[src/rtl/smc_apb_cfg_if27.sv]
// APB3 configuration slave for the SMC: per-chip-select CFG bank, CTRL and STATUS,
// with programmable wait states, error responses and per-CS update strobes.
module smc_apb_cfg_if27 #(
   parameter int                NUM_CS   = 4,
   parameter int                DATA_W   = 32,
   parameter int                ADDR_W   = 5,
   parameter int                WAIT_CYC = 0,
   parameter logic [DATA_W-1:0] CFG_RST  = '0
) (
   input  logic                     pclk27,
   input  logic                     preset27,
   input  logic                     psel27,
   input  logic                     penable27,
   input  logic                     pwrite27,
   input  logic [ADDR_W-1:0]        paddr27,
   input  logic [DATA_W-1:0]        pwdata27,
   output logic [DATA_W-1:0]        prdata27,
   output logic                     pready27,
   output logic                     pslverr27,
   output logic [NUM_CS*DATA_W-1:0] cfg_bus27,
   output logic                     cfg_en27,
   output logic [NUM_CS-1:0]        cfg_upd27
);

   typedef enum logic [1:0] {S_IDLE, S_WAIT, S_RESP} state_t;

   localparam logic [1:0] WAIT_LD = 2'(WAIT_CYC);

   state_t            state, state_nxt;
   logic [1:0]        wcnt, wcnt_nxt;
   logic [DATA_W-1:0] cfg_q [NUM_CS];
   logic [7:0]        err_cnt;
   logic [DATA_W-1:0] rdata;
   logic [2:0]        idx;
   logic              setup, access, start, commit;
   logic              is_cfg, is_ctrl, is_stat, bad, wr_ok;

   assign idx    = paddr27[4:2];
   assign setup  = psel27 & ~penable27;
   assign access = psel27 & penable27;
   assign start  = setup & (state != S_WAIT);
   assign commit = (state == S_RESP) & access;

   assign is_cfg  = (idx < 3'(NUM_CS));
   assign is_ctrl = (idx == 3'd6);
   assign is_stat = (idx == 3'd7);
   assign bad     = (paddr27[1:0] != 2'b00) | ~(is_cfg | is_ctrl | is_stat) | (pwrite27 & is_stat);
   assign wr_ok   = commit & pwrite27 & ~bad;

   always_ff @(posedge pclk27 or posedge preset27) begin
      if (preset27) begin
         state <= S_IDLE;
         wcnt  <= '0;
      end else begin
         state <= state_nxt;
         wcnt  <= wcnt_nxt;
      end
   end

   // wcnt holds the access cycles still to be spent in WAIT, counting the current one;
   // with no wait states the setup phase leads straight into the response cycle.
   always_comb begin
      state_nxt = state;
      wcnt_nxt  = wcnt;
      case (state)
         S_IDLE: state_nxt = S_IDLE;
         S_WAIT: begin
            if (!psel27) begin
               state_nxt = S_IDLE;
            end else if (penable27) begin
               if (wcnt <= 2'd1) begin
                  state_nxt = S_RESP;
                  wcnt_nxt  = '0;
               end else begin
                  wcnt_nxt = wcnt - 2'd1;
               end
            end
         end
         S_RESP:  state_nxt = S_IDLE;
         default: state_nxt = S_IDLE;
      endcase
      if (start) begin
         if (WAIT_CYC == 0) begin
            state_nxt = S_RESP;
         end else begin
            state_nxt = S_WAIT;
            wcnt_nxt  = WAIT_LD;
         end
      end
   end

   always_comb begin
      rdata = '0;
      for (int k = 0; k < NUM_CS; k++) begin
         if (idx == 3'(k)) rdata = cfg_q[k];
      end
      if (is_ctrl) rdata[0] = cfg_en27;
      if (is_stat) begin
         rdata[7:0]  = err_cnt;
         rdata[15:8] = 8'(NUM_CS);
         rdata[16]   = cfg_en27;
      end
   end

   assign pready27  = (state == S_RESP);
   assign pslverr27 = commit & bad;
   assign prdata27  = (commit & ~pwrite27 & ~bad) ? rdata : '0;

   // Register writes and the error counter only move on the response edge.
   always_ff @(posedge pclk27 or posedge preset27) begin
      if (preset27) begin
         for (int k = 0; k < NUM_CS; k++) cfg_q[k] <= CFG_RST;
         cfg_upd27 <= '0;
         cfg_en27  <= 1'b0;
         err_cnt   <= '0;
      end else begin
         cfg_upd27 <= '0;
         for (int k = 0; k < NUM_CS; k++) begin
            if (wr_ok && is_cfg && (idx == 3'(k))) begin
               cfg_q[k]     <= pwdata27;
               cfg_upd27[k] <= 1'b1;
            end
         end
         if (wr_ok && is_ctrl) cfg_en27 <= pwdata27[0];
         if (commit && bad) begin
            if (err_cnt != 8'hFF) err_cnt <= err_cnt + 8'd1;
         end else if (wr_ok && is_ctrl && pwdata27[1]) begin
            err_cnt <= '0;
         end
      end
   end

   for (genvar g = 0; g < NUM_CS; g++) begin : g_bus
      assign cfg_bus27[g*DATA_W +: DATA_W] = cfg_q[g];
   end

endmodule

[config.mk]
export PLATFORM = sky130hd
export DESIGN_NAME = smc_apb_cfg_if27
export DESIGN_NICKNAME = d
export VERILOG_FILES = /design/src/rtl/smc_apb_cfg_if27.sv
export SDC_FILE = /design/constraint.sdc
export NUM_CORES = 1
export LEC_CHECK = 0
export CELL_PAD_IN_SITES_DETAIL_PLACEMENT = 0
export CELL_PAD_IN_SITES_GLOBAL_PLACEMENT = 1
export CORE_ASPECT_RATIO = 1.1
export CORE_MARGIN = 4
export CORE_UTILIZATION = 39
export CTS_BUF_LIST = sky130_fd_sc_hd__clkbuf_4
export DETAILED_ROUTE_END_ITERATION = 8
export GPL_TIMING_DRIVEN = 0
export MAX_ROUTING_LAYER = met4
export PLACE_DENSITY_LB_ADDON = 0.1
export REMOVE_ABC_BUFFERS = 1
export SETUP_SLACK_MARGIN = 0.05
export SLEW_MARGIN = 10
export SYNTH_ARGS = -nofsm -noshare
export SYNTH_HDL_FRONTEND = slang
export SYNTH_SLANG_ARGS = --single-unit
[constraint.sdc]
create_clock -name pclk27 -period 5.4 [get_ports pclk27]
set_input_delay 1.08 -clock pclk27 [delete_from_list [all_inputs] [get_ports pclk27]]
set_output_delay 1.08 -clock pclk27 [all_outputs]
set_load 0.005 [all_outputs]
==> results of run 1 <==
## worst max-delay path, delay by kind of cell
family        cells  cell delay [ns]
simple gates      2             0.82
buf+inv           3             2.00
## synthesized netlist by cell type
cell / count
and3_1: 2
nand4_1: 2
o2111ai_1: 1
buf_1: 1
nor3b_1: 1
nor2_1: 14
and4b_1: 2
o211ai_1: 2
xnor2_1: 1
buf_4: 9
a2bb2oi_1: 1
o21ai_0: 5
nor2b_1: 30
o31ai_1: 1
nor3b_4: 2
nand3_4: 1
nand2_1: 5
a22o_1: 1
mux2_1: 4
nor3_1: 3
a22oi_1: 8
nand3_1: 7
inv_1: 5
nor2_2: 1
mux2_2: 126
nor3_2: 1
dfrtp_1: 142
buf_6: 3
ha_1: 1
nand3b_1: 1
mux4_2: 31
nand4b_1: 1
buf_2: 9
o311ai_0: 1
and4bb_2: 1
nand2b_1: 3
a21oi_1: 4
nor4_1: 1
or3_1: 1
mux2i_1: 3
and2_1: 1
clkbuf_1: 5
a31o_2: 1
## cell type report
| type | instances | area [um^2] |
|---|---|---|
| Clock buffer | 18 | 135.1 |
| Clock inverter | 14 | 142.6 |
| Inverter | 5 | 26.28 |
| Timing Repair Buffer | 220 | 2290 |
| Multi-Input combinational cell | 271 | 2900 |
| Sequential cell | 142 | 3553 |
| Fill cell | 1371 | 7187 |
| Tap cell | 204 | 255.2 |
| Antenna cell | 1 | 2.502 |
## per-stage QoR
stage	setup WS [ns]	hold WS [ns]	util, %	area, um^2
3_5_place_dp	-0.04958	0.5020	54.69	9020
3_3_place_gp	-1.739	0.4916	53.32	8793
4_1_cts	0.2078	0.5323	56.39	9300
6_report	0.3925	0.5341	56.42	9305
5_1_grt	0.1929	0.5571	56.42	9305
2_1_floorplan	0.5104	0.4856	-	6456
## logic make-up (layout without fill, tap and decap cells)
group | count (synthesis) | in the layout | synth area share, %
xor+xnor | 1 | 1 | 0.1322
buf+inv | 32 | 257 | 2.833
compound gates | 25 | 25 | 2.587
simple gates | 80 | 80 | 7.536
mux | 164 | 164 | 33.09
other cells | 0 | 1 | 0
fa+ha+maj | 1 | 1 | 0.1888
flops | 142 | 142 | 53.64
## final timing paths
path / startpoint / endpoint
setup / recovery: paddr27[4] / prdata27[14]
hold reg to reg: cfg_bus27[20] / cfg_bus27[20]
min in group asynchronous: preset27 / cfg_upd27[1]
hold / removal: cfg_bus27[20] / cfg_bus27[20]
setup reg to reg: state[1] / cfg_bus27[41]
max in group asynchronous: preset27 / cfg_bus27[45]
## power by group through the flow
stage | logic (mW) | clock network [mW] | registers (mW)
after global routing | 0.250 | 0.750 | 1.14
after floorplan | 0.0872 | 0 | 1.15
after global placement | 0.221 | 0 | 1.15
after detailed placement | 0.229 | 0 | 1.15
after CTS | 0.230 | 0.703 | 1.13
final | 0.225 | 0.675 | 1.13
## registers in the layout, indices dropped and copies added, names as in the netlist
name       flops
cfg_en27       1
state          1
err_cnt        8
cfg_bus27    128
cfg_upd27      4
## metal layers
metal,up-vias,global-route usage (%),routed length (um)
li1,2086,-,-
met1,2366,24.70,7637
met2,146,34.90,9601
met3,23,6.293,1274
met4,0,6.455,284
met5,-,-,0
==> PnR_summary.wiki, run 1 <==
{| class="wikitable"
! Metric !! Value
|-
| Number of design rule violations left after detail routing || 0
|-
| Root Driver || clkbuf_4
|-
| Net Switching || 0.5276 mW
|-
| Final layout net count || 700
|-
| Hpwl dp || between 10 and 15 mm
|-
| Slew at the pin closest to its max-slew limit || 0.7988 ns
|-
| Synth top area cells || dfrtp_1 (54%), mux2_2 (21%), mux4_2 (11%), nor2b_1 (2.8%), buf_4 (1.0%)
|-
| Standby leakage power || roughly 4.0 nW
|-
| First-pass detailed-route iteration total || 4
|-
| Hold Path Class || register to register
|-
| Mean number of vias per cell || 5.281
|-
| Crit-path cells || clkdlybuf4s50_1 -> inv_1 -> nand2b_2 -> nor2b_1 -> clkdlybuf4s50_1
|-
| Max-cap viol count || 0
|-
| Final worst clock skew || between 0.01 and 0.015 ns
|-
| Number of non-filler instances in the completed layout || just under 900
|-
| Slowest stage cell, crit path || clkdlybuf4s50_1
|-
| Number of port buffers || approximately 210
|-
| GP Congestion || ~0.79
|-
| Aggregate global-route resource usage || around a fifth
|-
| Number of antenna violations at the first check in global routing || 1
|-
| Antenna Nets Post-Route || 0
|-
| Logic gate share of total power || 11.1%
|-
| Flop-to-flop setup slack || around 3.1 ns
|-
| Fin. Hold Viols || 0
|-
| Number of standard-cell rows in the floorplan || a little under 50
|-
| RSZ-0062 raised after global routing || false
|-
| Critical Path Start Type || input port
|-
| Average wire per standard cell || approximately 21 um
|-
| First-iteration detailed-routing DRC count || 181
|-
| WHS Path Cells || 1
|-
| TritonCTS sink count || ~140
|-
| Final period demand of the worst path || 5.008 ns
|-
| CTS hold repair buffers || 0
|-
| Setup Viol. Count Final || 0
|-
| CTS H-Tree Depth || 4
|-
| Clock Power Share || around 33%
|-
| Fraction of power consumed by sequential logic || a little under three fifths
|-
| Worst-Skew Late Latency || about 0.51 ns
|-
| Number of gates given a new drive strength after cts || 1
|-
| Die span in y || roughly 140 um
|-
| Vias in the first global route || around 5200
|-
| Critical path's most frequent cell || clkdlybuf4s50_1
|-
| Synthesized cell area || 6625 um^2
|-
| Synthesized area per cell || ~15 um^2
|-
| Via count || ~4600
|-
| Pin count of the biggest net entering global routing || 91
|-
| Clock tree from TritonCTS || yes
|-
| Peak Freq || ~200 MHz
|-
| Clock-pin slew reported for the worst setup and hold paths after clock tree synthesis || approximately 0.12 ns
|-
| Global-route wire length before repair || roughly 30 mm
|-
| Highest cell delay on the worst timing path || 0.83 ns
|-
| Detailed Route WL || roughly 19 mm
|-
| Fraction of final layout cells with drive strength greater than 1 || 31.34%
|-
| Arrival time of data at the critical path endpoint || 3.93 ns
|-
| Horizontal die dimension || about 130 um
|-
| Sequential-to-total area share from yosys stat || about 54%
|-
| Summed negative setup slack over all endpoints || 0 ns
|-
| Max-slew violation count || 0
|-
| Synth cell types || 43
|-
| Fin crit share || roughly 90%
|-
| Worst-path fanout max || 22
|-
| Total power of the final layout || a little over 2 mW
|-
| Total number of yosys warnings || 0
|-
| Startpoint-to-endpoint class of the critical path || input port to output pin
|-
| Cell Int Power || between 1.5 and 2 mW
|-
| Ratio of total power to cell area || 218.6 nW/um^2
|-
| Cts bufs inserted || 17
|-
| Number of standard cells after synthesis || between 400 and 500
|-
| Result of the run || complete, no violations
|-
| Most common cell after layout, fill and taps aside || clkdlybuf4s50_1
|-
| Ports || around 210
|-
| Most frequent cells in the layout || clkdlybuf4s50_1 (206), dfrtp_1 (142), mux2_2 (126)
|-
| Aggregate global routing overflow || 0
|-
| Area share of the largest cell type after synthesis || a little over half
|-
| Worst Setup End Kind || output pin
|-
| CP Data Required Time || about 4.3 ns
|-
| Starting Density || approximately two fifths
|-
| Fraction of power spent switching nets || around 26%
|-
| Number of placed instances, taps included || ~840
|-
| Worst reg2reg path depth || 6
|-
| Post-CTS setup repair buffer count || 0
|-
| Biggest area consumer among synthesized cells || dfrtp_1
|-
| Worst ir drop on vdd || 163.0 uV
|-
| Worst-case headroom to the max-slew limit || between 40 and 50%
|-
| Max clock buf depth || 2
|-
| CORE AREA || about 16000 um^2
|-
| Overall die area || 19140 um^2
|-
| Number of synthesized register bits || 142
|-
| Growth of design area from synthesis to finish || 40.45%
|}
(Power assumes the default switching activity.)
==> run 2: changes to the inputs <==
--- a/config.mk
+++ b/config.mk
@@ -13,6 +13,7 @@
 export CTS_BUF_LIST = sky130_fd_sc_hd__clkbuf_4
 export DETAILED_ROUTE_END_ITERATION = 8
 export GPL_TIMING_DRIVEN = 0
+export HOLD_SLACK_MARGIN = 0.1
 export MAX_ROUTING_LAYER = met4
 export PLACE_DENSITY_LB_ADDON = 0.1
 export REMOVE_ABC_BUFFERS = 1
==> results of run 2 <==
Same layout as run 1: the final DEF is identical, and so are final timing and power.
